### config.mk
export PLATFORM = sky130hd
export DESIGN_NAME = alu_sequencer
export DESIGN_NICKNAME = d
export VERILOG_FILES = /design/src/rtl/alu_sequencer.sv
export SDC_FILE = /design/constraint.sdc
export NUM_CORES = 1
export LEC_CHECK = 0
export CAP_MARGIN = 20
export CORE_ASPECT_RATIO = 0.75
export CORE_UTILIZATION = 43
export DETAILED_ROUTE_END_ITERATION = 6
export PLACE_DENSITY = 0.75
export SETUP_SLACK_MARGIN = 0.1
export SYNTH_ARGS = -nofsm -noshare
export SYNTH_HDL_FRONTEND = slang
export SYNTH_SLANG_ARGS = --single-unit
### constraint.sdc
create_clock -name clk -period 2.05 [get_ports clk]
set_input_delay 0.615 -clock clk [delete_from_list [all_inputs] [get_ports clk]]
set_output_delay 0.615 -clock clk [all_outputs]
set_load 0.01 [all_outputs]
### src/rtl/alu_sequencer.sv
// alu_sequencer: command-side master for the 8-bit accumulator ALU.
// Accepts commands over cmd_valid/cmd_ready, drives the ALU operand and
// selector inputs, waits out the ALU latency, captures the result into a
// shadow accumulator and returns it over res_valid/res_ready.
// Ports:
//   clk, rst            clock, synchronous active-high reset
//   cmd_valid/ready     command handshake; cmd_op, cmd_src, cmd_a, cmd_b
//   res_valid/ready     result handshake; res_data, res_err
//   alu_on              ALU power-on request
//   alu_in_sel          one-hot 001 persist, 010 load, 100 reset
//   alu_num1/2          ALU operands
//   alu_out_sel         one-hot AND,OR,NOT,XOR,ADD,SUB,MUL (bit0..bit6)
//   alu_result          ALU output value
//   alu_state           00 off, 01 ready, 10 run, 11 run_error
module alu_sequencer #(
    parameter int WIDTH  = 8,
    parameter int SETTLE = 1
) (
    input  logic             clk,
    input  logic             rst,
    input  logic             cmd_valid,
    output logic             cmd_ready,
    input  logic [2:0]       cmd_op,
    input  logic             cmd_src,
    input  logic [WIDTH-1:0] cmd_a,
    input  logic [WIDTH-1:0] cmd_b,
    output logic             res_valid,
    input  logic             res_ready,
    output logic [WIDTH-1:0] res_data,
    output logic             res_err,
    output logic             alu_on,
    output logic [2:0]       alu_in_sel,
    output logic [WIDTH-1:0] alu_num1,
    output logic [WIDTH-1:0] alu_num2,
    output logic [6:0]       alu_out_sel,
    input  logic [WIDTH-1:0] alu_result,
    input  logic [1:0]       alu_state
);

    typedef enum logic [2:0] {
        S_OFF,
        S_WAKE,
        S_IDLE,
        S_ISSUE,
        S_SETTLE,
        S_CAPTURE,
        S_RESP
    } state_t;

    localparam logic [2:0] SEL_LOAD  = 3'b010;
    localparam logic [2:0] SEL_RESET = 3'b100;
    localparam logic [6:0] OUT_AND   = 7'b0000001;
    localparam int         CW        = 16;

    state_t          state;
    logic [WIDTH-1:0] acc;
    logic            clr_q;
    logic [CW-1:0]   cnt;
    logic            alu_off;

    assign alu_off = (alu_state == 2'b00);

    // Command opcode to ALU output selector (note XOR/NOT bit swap).
    function automatic logic [6:0] op_onehot(input logic [2:0] op);
        logic [6:0] sel;
        case (op)
            3'd0:    sel = 7'b0000001;
            3'd1:    sel = 7'b0000010;
            3'd2:    sel = 7'b0001000;
            3'd3:    sel = 7'b0000100;
            3'd4:    sel = 7'b0010000;
            3'd5:    sel = 7'b0100000;
            3'd6:    sel = 7'b1000000;
            default: sel = OUT_AND;
        endcase
        return sel;
    endfunction

    always_ff @(posedge clk) begin
        if (rst) begin
            state       <= S_OFF;
            acc         <= '0;
            clr_q       <= 1'b0;
            cnt         <= '0;
            cmd_ready   <= 1'b0;
            res_valid   <= 1'b0;
            res_data    <= '0;
            res_err     <= 1'b0;
            alu_on      <= 1'b0;
            alu_in_sel  <= SEL_RESET;
            alu_num1    <= '0;
            alu_num2    <= '0;
            alu_out_sel <= OUT_AND;
        end else begin
            unique case (state)
                S_OFF: begin
                    alu_on <= 1'b1;
                    state  <= S_WAKE;
                end
                S_WAKE: begin
                    if (alu_state == 2'b01) begin
                        state      <= S_IDLE;
                        cmd_ready  <= 1'b1;
                        alu_in_sel <= SEL_LOAD;
                        alu_num1   <= acc;
                        alu_num2   <= '0;
                    end
                end
                S_IDLE: begin
                    if (alu_off) begin
                        cmd_ready <= 1'b0;
                        state     <= S_WAKE;
                    end else if (cmd_valid && cmd_ready) begin
                        cmd_ready <= 1'b0;
                        clr_q     <= (cmd_op == 3'd7);
                        state     <= S_ISSUE;
                        if (cmd_op == 3'd7) begin
                            alu_in_sel  <= SEL_RESET;
                            alu_out_sel <= OUT_AND;
                            alu_num1    <= '0;
                            alu_num2    <= '0;
                        end else begin
                            alu_in_sel  <= SEL_LOAD;
                            alu_num1    <= cmd_src ? cmd_a : acc;
                            alu_num2    <= cmd_b;
                            alu_out_sel <= op_onehot(cmd_op);
                        end
                    end
                end
                S_ISSUE: begin
                    if (alu_off) begin
                        state <= S_WAKE;
                    end else if (SETTLE <= 1) begin
                        state <= S_CAPTURE;
                    end else begin
                        // SETTLE state lasts cnt+1 = SETTLE-1 cycles
                        cnt   <= CW'(SETTLE - 2);
                        state <= S_SETTLE;
                    end
                end
                S_SETTLE: begin
                    if (alu_off) begin
                        state <= S_WAKE;
                    end else if (cnt == '0) begin
                        state <= S_CAPTURE;
                    end else begin
                        cnt <= cnt - 1'b1;
                    end
                end
                S_CAPTURE: begin
                    if (alu_off) begin
                        state <= S_WAKE;
                    end else begin
                        res_data  <= clr_q ? '0 : alu_result;
                        acc       <= clr_q ? '0 : alu_result;
                        res_err   <= (alu_state == 2'b11);
                        res_valid <= 1'b1;
                        state     <= S_RESP;
                    end
                end
                S_RESP: begin
                    if (res_ready) begin
                        res_valid  <= 1'b0;
                        cmd_ready  <= 1'b1;
                        state      <= S_IDLE;
                        alu_in_sel <= SEL_LOAD;
                        alu_num1   <= acc;
                        alu_num2   <= '0;
                    end
                end
                default: state <= S_OFF;
            endcase
        end
    end

endmodule
# Word-level counts from Yosys, hierarchy flattened
# Index checks and enable logic that the tools add are counted.
# W data, S select, Z words.
totals:
  inputBits: 34
  elab_cells: 87
  regBits: 58
  output_inout_bits: 38
classes:
  n_mux: 37
  reduce_logical: 13
  eq_ne: 22
  add_sub_neg: 1
  bitwise_logic: 2
op_table:
  columns: ["cell", "n"]
  rows:
  - ["$mux W8", 12]
  - ["$pmux W8 S3", 2]
  - ["$pmux W7 S6", 1]
  - ["$mux W3", 11]
  - ["$eq A3 B3 Y1 const B", 7]
  - ["$pmux W3 S7", 1]
  - ["$logic_not A16 Y1", 1]
  - ["$sub A16 B1 Y16 const B", 1]
  - ["$eq A3 B2 Y1 const B", 4]
  - ["$ne A2 B2 Y1 const B", 5]
  - ["$pmux W3 S3", 1]
  - ["$reduce_and A3 Y1", 3]
  - ["$reduce_and A4 Y1", 2]
  - ["$mux W7", 1]
  - ["$eq A3 B1 Y1 const B", 2]
  - ["$mux W1", 6]
  - ["$ne A3 B3 Y1 const B", 2]
  - ["$reduce_and A5 Y1", 1]
  - ["$logic_not A3 Y1", 1]
  - ["$pmux W1 S3", 1]
  - ["$reduce_bool A3 Y1", 1]
  - ["$eq A2 B1 Y1 const B", 1]
  - ["$eq A2 B2 Y1 const B", 1]
  - ["$logic_not A2 Y1", 1]
  - ["5 further kinds", 6]

# Logic depth before layout (Yosys ltp)
# Gate-level depths: netlist of the first run.
logic_depth:
  ltp_word: 5
  ltp_mapped: 7
  ltp_nobuf: 6

# Worst setup path after synthesis of the first run
# No wires, ideal clock.
synth_timing:
  kind: "input to register"
  from: "input port alu_state[1]"
  to: "register cnt[8]"
  slack_ns: 0.054
  setup_time_ns: 0.070
  arrival_ns: 1.926
  required_time_ns: 1.980
  n_path_buf: 2
  stages: 6
  cell_sequence: "buf_2 > o21a_1 > buf_2 > nand4_1 > or4_1 > a21oi_1"
synth_between:
  elab_chain_cells: 3
synth_rtl:
  columns: ["element", "line_no", "rtl"]
  rows:
  - ["from (decl)", "37", "input logic [1:0] alu_state"]
  - ["$logic_not A2 Y1", "61", "assign alu_off = (alu_state == 2'b00);"]
  - ["$not A1 Y1 (no line)", null, null]
  - ["$reduce_and A3 Y1 (no line)", null, null]
  - ["to (signal assigned)", "137", "cnt <= CW'(SETTLE - 2);"]
  - ["to (signal assigned)", "147", "cnt <= cnt - 1'b1;"]
  - ["to (decl)", "58", "logic [CW-1:0] cnt;"]
# No other way between the ends.
# A chain may end at the register's enable or synchronous reset.

# Final worst setup path of the first run
layout_timing:
  from: "register cmd_ready"
  to: "output port cmd_ready"
layout_rtl:
  columns: ["element", "line_no", "rtl"]
  rows:
  - ["from (decl)", "22", "output logic cmd_ready,"]
  - ["from (signal assigned)", "85", "cmd_ready <= 1'b0;"]
  - ["from (signal assigned)", "103", "cmd_ready <= 1'b1;"]
  - ["from (signal assigned)", "111", "cmd_ready <= 1'b0;"]
# No word-level cell between the ends.

==> results by group, run 1 <==
Synthesis
  – Synthesized net count: 351
  – Register bit total from synthesis: 57
  – Async set-reset flop share out of synthesis: 0%
  – Area share of the largest cell type after synthesis: between 40% and 50%
  – Synth warn: 0
  – Seq/Total Area, Yosys: 43.0%
  – Post-synth EDFFs: 0
  – Dominant synthesized flop cell: dfxtp_1
  – Cell variety after synth: 51
  – Top cells by area, synth: dfxtp_1 (43%), a21oi_1 (9.1%), o31ai_1 (4.2%)
  – Post-Syn Area: 2650 µm²
  – Avg Cell Area, Syn: 8.40 µm²
  – Mapped Cells: between 300 and 400
  – Synth area leader: dfxtp_1

Worst setup path
  – Worst setup SP type: register
  – CP Cell Sequence: clkdlybuf4s50_1
  – Crit-path max cell delay: between 0.5 and 0.6 ns
  – CP required: 1.43 ns
  – Critical Path End Type: output pin
  – Type of the worst setup path: register to output pin
  – Worst Path Buf+Inv: 1
  – Slowest cell on crit path: clkdlybuf4s50_1
  – Endpoint of the worst-slack reg-to-reg timing path: cnt[12]
  – Kind of cell adding the most delay to the critical path: buffers and inverters
  – Register-to-Register Setup Slack: ~0.19 ns
  – Crit path max fanout: 4
  – R2R cell count: 4
  – Origin of the critical flop-to-flop path: cnt[7]
  – Worst EP arrival: 1.28 ns

Global route
  – Met3 GRT Util: 6.86%
  – Initial antenna violation count: 0
  – Top Usage Layer GRT: met2
  – M2 GR Usage: a little over a third
  – GR Util All Layers: about a quarter
  – GR Util met1: around a third
  – Vias in the first global route: about 2,500
  – GRT overflow: 0
  – Global-route wire length before repair: about 12,000 µm
  – Largest net degree at the start of global routing: 29

Pwr
  – Switching power share of the total: between 20 and 30%
  – Comb power frac: around 23%
  – Sw Pwr: 851 µW
  – Tot Pwr: 3.11 mW
  – Pint: approximately 2.3 mW
  – Power share of the clock group: a little under two fifths
  – Power per cell area: just under 800 nW/µm²
  – Leak: ~1.4 nW
  – Sequential power share: about two fifths
  – Worst VDD drop: between 0.0003 and 0.0004 V

Drt
  – Vias post-DR: between 2,000 and 3,000
  – DRT Wirelength: 7490 µm
  – DRC violations left: 0
  – Vias/cell: 5.62
  – Routed length per instance: 15.2 µm
  – Pre-antenna DRT Iters: 5
  – Initial DRC count: 163
  – Post-DRT Antenna Nets: 0

STA
  – Setup ws final: approximately 0.15 ns
  – Slew Viols, Final: 0
  – Fin crit period: 1.90 ns
  – FMAX: ~530 MHz
  – Relative slew margins: roughly 65%
  – Hold Fails Final Rpt: 0
  – Period utilization: 92.6%
  – Setup Skew: about 0.006 ns
  – Slew at the pin closest to its max-slew limit: roughly 0.53 ns
  – RSZ-0062 raised after global routing: true
  – WHS: ~0.46 ns
  – Final Setup Violations: 0

Floorplan
  – Die Span Y: ~70 µm
  – Core footprint: between 5000 and 6000 µm²
  – IO Count: slightly above 70
  – DIE AREA: 6490 µm²
  – Initial core utilization: 45.1%
  – # rows: 24
  – Chip Width: between 90 and 100 µm

Final layout
  – Layout Nets: roughly 450
  – Most common cell after layout, fill and taps aside: clkdlybuf4s50_1
  – Finished Core Util: 66.6%
  – Most frequent cells in the layout: clkdlybuf4s50_1 (66), dfxtp_1 (56), a21oi_1 (47)
  – Share of layout cells above drive strength 1: 17.8%
  – Area delta synth->final: 47.8%
  – ANT cells: 0
  – Fill cells: between 500 and 600

Status
  – Status: complete, no violations

Run
  – Max-Cap Viols: 0

Placement
  – # port buffers: 70
  – Gpl congestion: a little under 0.8
  – Pre-CTS WS: -0.362 ns
  – DP Wirelength: 5410 µm

CTS
  – Max H-tree Level: 3
  – Clock Path Buffers: 2
  – CTS Sinks: 57
  – Worst-path clk slew: approximately 0.07 ns
  – CTS Root Cell: clkbuf_8
  – Clock Latency Late Sink: about 0.35 ns
  – Num CTS Buffers: 9
  – TritonCTS clock tree: done

Min path
  – Hold Path Stages: 2
  – Hold Path Class: register to register
  – Start point of the worst hold path: alu_out_sel[4]
  – Hold path endpoint: alu_out_sel[4]
[Yosys cell counts (5+ instances only)]
master	instances
nor3_1	7
dfxtp_1	57
o31ai_1	15
o211ai_1	8
a22oi_1	8
nand3b_1	8
inv_1	5
nor2_1	19
or4_1	7
clkbuf_1	13
o21ai_0	8
nand3_1	16
nand2_1	25
nor2b_1	5
a21oi_1	48
[flip-flops by register name (all words and copies together), names as in the netlist]
signal / count
state: 3
alu_on: 1
res_valid: 1
alu_num2: 8
res_err: 1
alu_out_sel: 7
cmd_ready: 1
alu_in_sel: 2
cnt: 16
alu_num1: 8
acc: 8
clr_q: 1
[stage by stage]
step           cell area [µm²]  TNS, ns  cells
2_1_floorplan             2660        0    316
3_3_place_gp              3660    -6.92    477
3_5_place_dp              3660    -8.69    477
4_1_cts                   3910        0    494
5_1_grt                   3920        0    494
6_report                  3920        0    494
[cell type report]
cell class / count / area, µm² / share of cell area [%]
multi-input cells: 233 / 1440 / 36.6
flip-flops and latches: 57 / 1140 / 29.1
repair buffers: 104 / 1000 / 25.6
clock buffers: 11 / 141 / 3.60
well taps: 78 / 97.6 / 2.49
clock inverters: 5 / 78.8 / 2.01
inverters: 6 / 22.5 / 0.574
[layer usage]
layer  wire (µm)  share of wire [%]  vias to the layer above
met3         417                5.6                       17
met1        3500                 47                     1312
met5           0                  0                        -
li1            -                  -                     1371
met4         159                2.1                        0
met2        3420                 46                       74
[what timing repair did]
item | in CTS | in global routing
buffers inserted | 1 | 0
hold buffers | 0 | 0
gates resized for setup | 10 | 4
endpoints found under the setup margin | 9 | 10
pin swaps | 1 | 1
[how the worst max path moves through the flow]
stage                       startpoint  slack [ns]        endpoint  depth (start not counted)
after floorplan           alu_state[1]        0.12          cnt[7]                          6
after detailed placement  alu_state[1]       -0.36  alu_out_sel[3]                          6
after global routing         cmd_op[2]        0.08     alu_num1[3]                          5
after global placement    alu_state[1]       -0.27  alu_out_sel[3]                          6
final                        cmd_ready        0.15       cmd_ready                          1
after CTS                       cnt[7]        0.14         cnt[12]                          4
[power groups by stage]
stage          Combinational [mW]  Sequential, mW  Clock, mW
2_1_floorplan               0.319            1.27          0
3_3_place_gp                0.679            1.26          0
3_5_place_dp                0.689            1.26          0
4_1_cts                     0.701            1.24       1.19
5_1_grt                     0.764            1.25       1.25
6_report                    0.702            1.24       1.17
[cell families after synthesis]
kind of cell,count (synthesis),share of synthesized area (%)
compound gates,103,24.2
fa+ha+maj,1,0.471
buf+inv,26,4.15
flops,57,43.0
mux,4,1.70
other cells,1,0.141
simple gates,124,26.3
(Power assumes the default switching activity.)
==> inputs of run 2 (changes only) <==
--- a/config.mk
+++ b/config.mk
@@ -7,9 +7,9 @@
 export LEC_CHECK = 0
 export CAP_MARGIN = 20
 export CORE_ASPECT_RATIO = 0.75
-export CORE_UTILIZATION = 43
+export CORE_UTILIZATION = 52
 export DETAILED_ROUTE_END_ITERATION = 6
-export PLACE_DENSITY = 0.75
+export PLACE_DENSITY = 0.85
 export SETUP_SLACK_MARGIN = 0.1
 export SYNTH_ARGS = -nofsm -noshare
 export SYNTH_HDL_FRONTEND = slang
==> constraint.sdc (replaced) <==
create_clock -name clk -period 2.4 [get_ports clk]
set_input_delay 0.72 -clock clk [delete_from_list [all_inputs] [get_ports clk]]
set_output_delay 0.72 -clock clk [all_outputs]
set_load 0.01 [all_outputs]
==> run 2 against run 1 <==
  * The flow now finishes with violations (design-rule violations)
  * Hold slack worse by 0.0022 ns
  * Combinational power down 24%
  * Sequential cell count unchanged
==> results by group, run 2 (same netlist as run 1, synthesis figures left out) <==
Drt
  – DRT Wirelength: ~7300 µm
  – Post-DRT Antenna Nets: 0
  – DRC violations left: 11
  – Initial DRC count: 188
  – Pre-antenna DRT Iters: 7
  – Routed length per instance: around 16 µm
  – Vias post-DR: ~2,800
  – Vias/cell: around 5.9

CTS
  – Number of post-CTS setup repair buffers: 0
  – Clock Latency Late Sink: ~0.34 ns
  – Cts repair resizes: 0
  – CTS Root Cell: clkbuf_8
  – Num CTS Buffers: 9
  – TritonCTS clock tree: done
  – CTS Sinks: 57
  – Worst-path clk slew: 0.07 ns
  – Cts hold-fix bufs: 0
  – Clock Path Buffers: 2
  – Max H-tree Level: 3

Pwr
  – Pint: ~1.9 mW
  – Sequential power share: 41.0%
  – Switching power share of the total: between 20% and 30%
  – Power per cell area: roughly 700 nW/µm²
  – Worst VDD drop: around 0.0005 V
  – Sw Pwr: 723 µW
  – Comb power frac: 20.2%
  – Power share of the clock group: 38.8%
  – Leak: 1.35 nW

Floorplan
  – Core footprint: slightly below 5000 µm²
  – IO Count: 72
  – Initial core utilization: roughly 54%
  – Chip Width: between 80 and 90 µm
  – Die Span Y: 63.9 µm
  – DIE AREA: around 5400 µm²
  – # rows: 22

Placement
  – Placed Cells: between 400 and 500
  – DP Wirelength: slightly above 5000 µm
  – Area of placed instances: approximately 3500 µm²
  – # port buffers: 70
  – Gpl congestion: approximately 0.84

Final layout
  – Most flops, register: cnt
  – Share of layout cells above drive strength 1: between 10% and 20%
  – Area delta synth->final: 41.6%
  – Final cell count without fillers: between 400 and 500
  – ANT cells: 0
  – Post-route cell area: around 3800 µm²
  – Layout Nets: ~440
  – Most common cell after layout, fill and taps aside: clkdlybuf4s50_1
  – Fill cells: ~360
  – Max reg flops: 16
  – Most frequent cells in the layout: clkdlybuf4s50_1 (69), dfxtp_1 (57), a21oi_1 (48)

Worst setup path
  – Critical Path End Type: register
  – Crit path max fanout: 4
  – CP Cell Sequence: clkdlybuf4s50_1 -> and4b_1 -> nand2_1 -> or4b_2 -> a21oi_1
  – Crit-path max cell delay: ~0.62 ns
  – Worst EP arrival: 2.43 ns
  – Type of the worst setup path: input port to register
  – CP required: 2.67 ns
  – Worst Path Buf+Inv: 1
  – Slowest cell on crit path: or4b_2
  – Worst setup SP type: input port
  – Kind of cell adding the most delay to the critical path: simple AND/OR/NAND/NOR gates

Global route
  – GR Util All Layers: 28.2%
  – Largest net degree at the start of global routing: 25
  – Global-route wire length before repair: about 12,000 µm
  – GRT overflow: 0
  – Initial antenna violation count: 0
  – Vias in the first global route: between 2,000 and 2,500

STA
  – Period utilization: approximately nine tenths
  – Slew at the pin closest to its max-slew limit: around 0.69 ns
  – FMAX: ~460 MHz
  – Relative slew margins: roughly 54%
  – RSZ-0062 raised after global routing: false
  – Final Setup Violations: 0
  – Hold Fails Final Rpt: 0
  – Total negative slack: 0 ns
  – Fin crit period: 2.16 ns
  – Slew Viols, Final: 0
  – Setup Skew: between 0.006 and 0.007 ns

Status
  – Failing checks: design-rule violations
  – Status: finished, violations left

Run
  – Max-Cap Viols: 0

Min path
  – Hold Path Class: register to register
==> run 2: cell count changes in the layout (fill, tap and decap cells not counted), sizes merged <==
| cell | delta |
|---|---|
| buf | -10 |
| clkdlybuf4s50 | +3 |
| dlygate4sd2 | -3 |
| clkinvlp | +1 |
| clkinv | -1 |
==> run 2: power groups by stage <==
stage	combinational (mW)	sequential [mW]	clock, mW
global placement	0.512	1.10	0
finish	0.533	1.08	1.02
CTS	0.528	1.08	1.03
detailed placement	0.522	1.10	0
floorplan	0.271	1.09	0
global route	0.570	1.09	1.09
==> run 2: worst paths after layout <==
check                           slack, ns  depth (start not counted)      startpoint        endpoint
worst min-delay path                 0.46                          2  alu_out_sel[6]  alu_out_sel[6]
worst max register to register       0.30                          4        state[1]     alu_num1[2]
worst min register to register       0.46                          2  alu_out_sel[6]  alu_out_sel[6]
worst max-delay path                 0.24                          5       cmd_valid  alu_out_sel[1]
==> run 2: metrics by stage <==
step,setup slack [ns],hold slack (ns),utilization [%],total power [mW]
finish,0.237,0.457,76.7,2.64
global route,0.154,0.477,76.7,2.75
CTS,0.238,0.456,76.7,2.64
detailed placement,-0.0879,0.447,72.0,1.62
global placement,-0.0250,0.442,72.0,1.61
floorplan,0.299,0.452,-,1.36
==> run 2: cell type report <==
type | instances | area [µm²] | share of cell area [%]
clock buffers | 11 | 151 | 4.03
clock inverters | 5 | 77.6 | 2.06
flip-flops and latches | 57 | 1140 | 30.4
well taps | 60 | 75.1 | 2.00
inverters | 6 | 22.5 | 0.599
repair buffers | 94 | 888 | 23.6
multi-input cells | 233 | 1400 | 37.3
==> run 2: layer usage <==
metal / share of wire [%] / global-route usage, %
met1: 46 / 37.9
met2: 46 / 43.5
met3: 6.9 / 9.43
met4: 0.67 / 7.84
met5: 0 / 0
==> run 2: tightest hold or removal path: cells and delay by family, from the launching register on <==
kind             cells  cell delay, ns
flip-flops           1            0.31
AND/OR/NAND/NOR      1            0.05
AO/OA/AOI/OAI        1            0.05
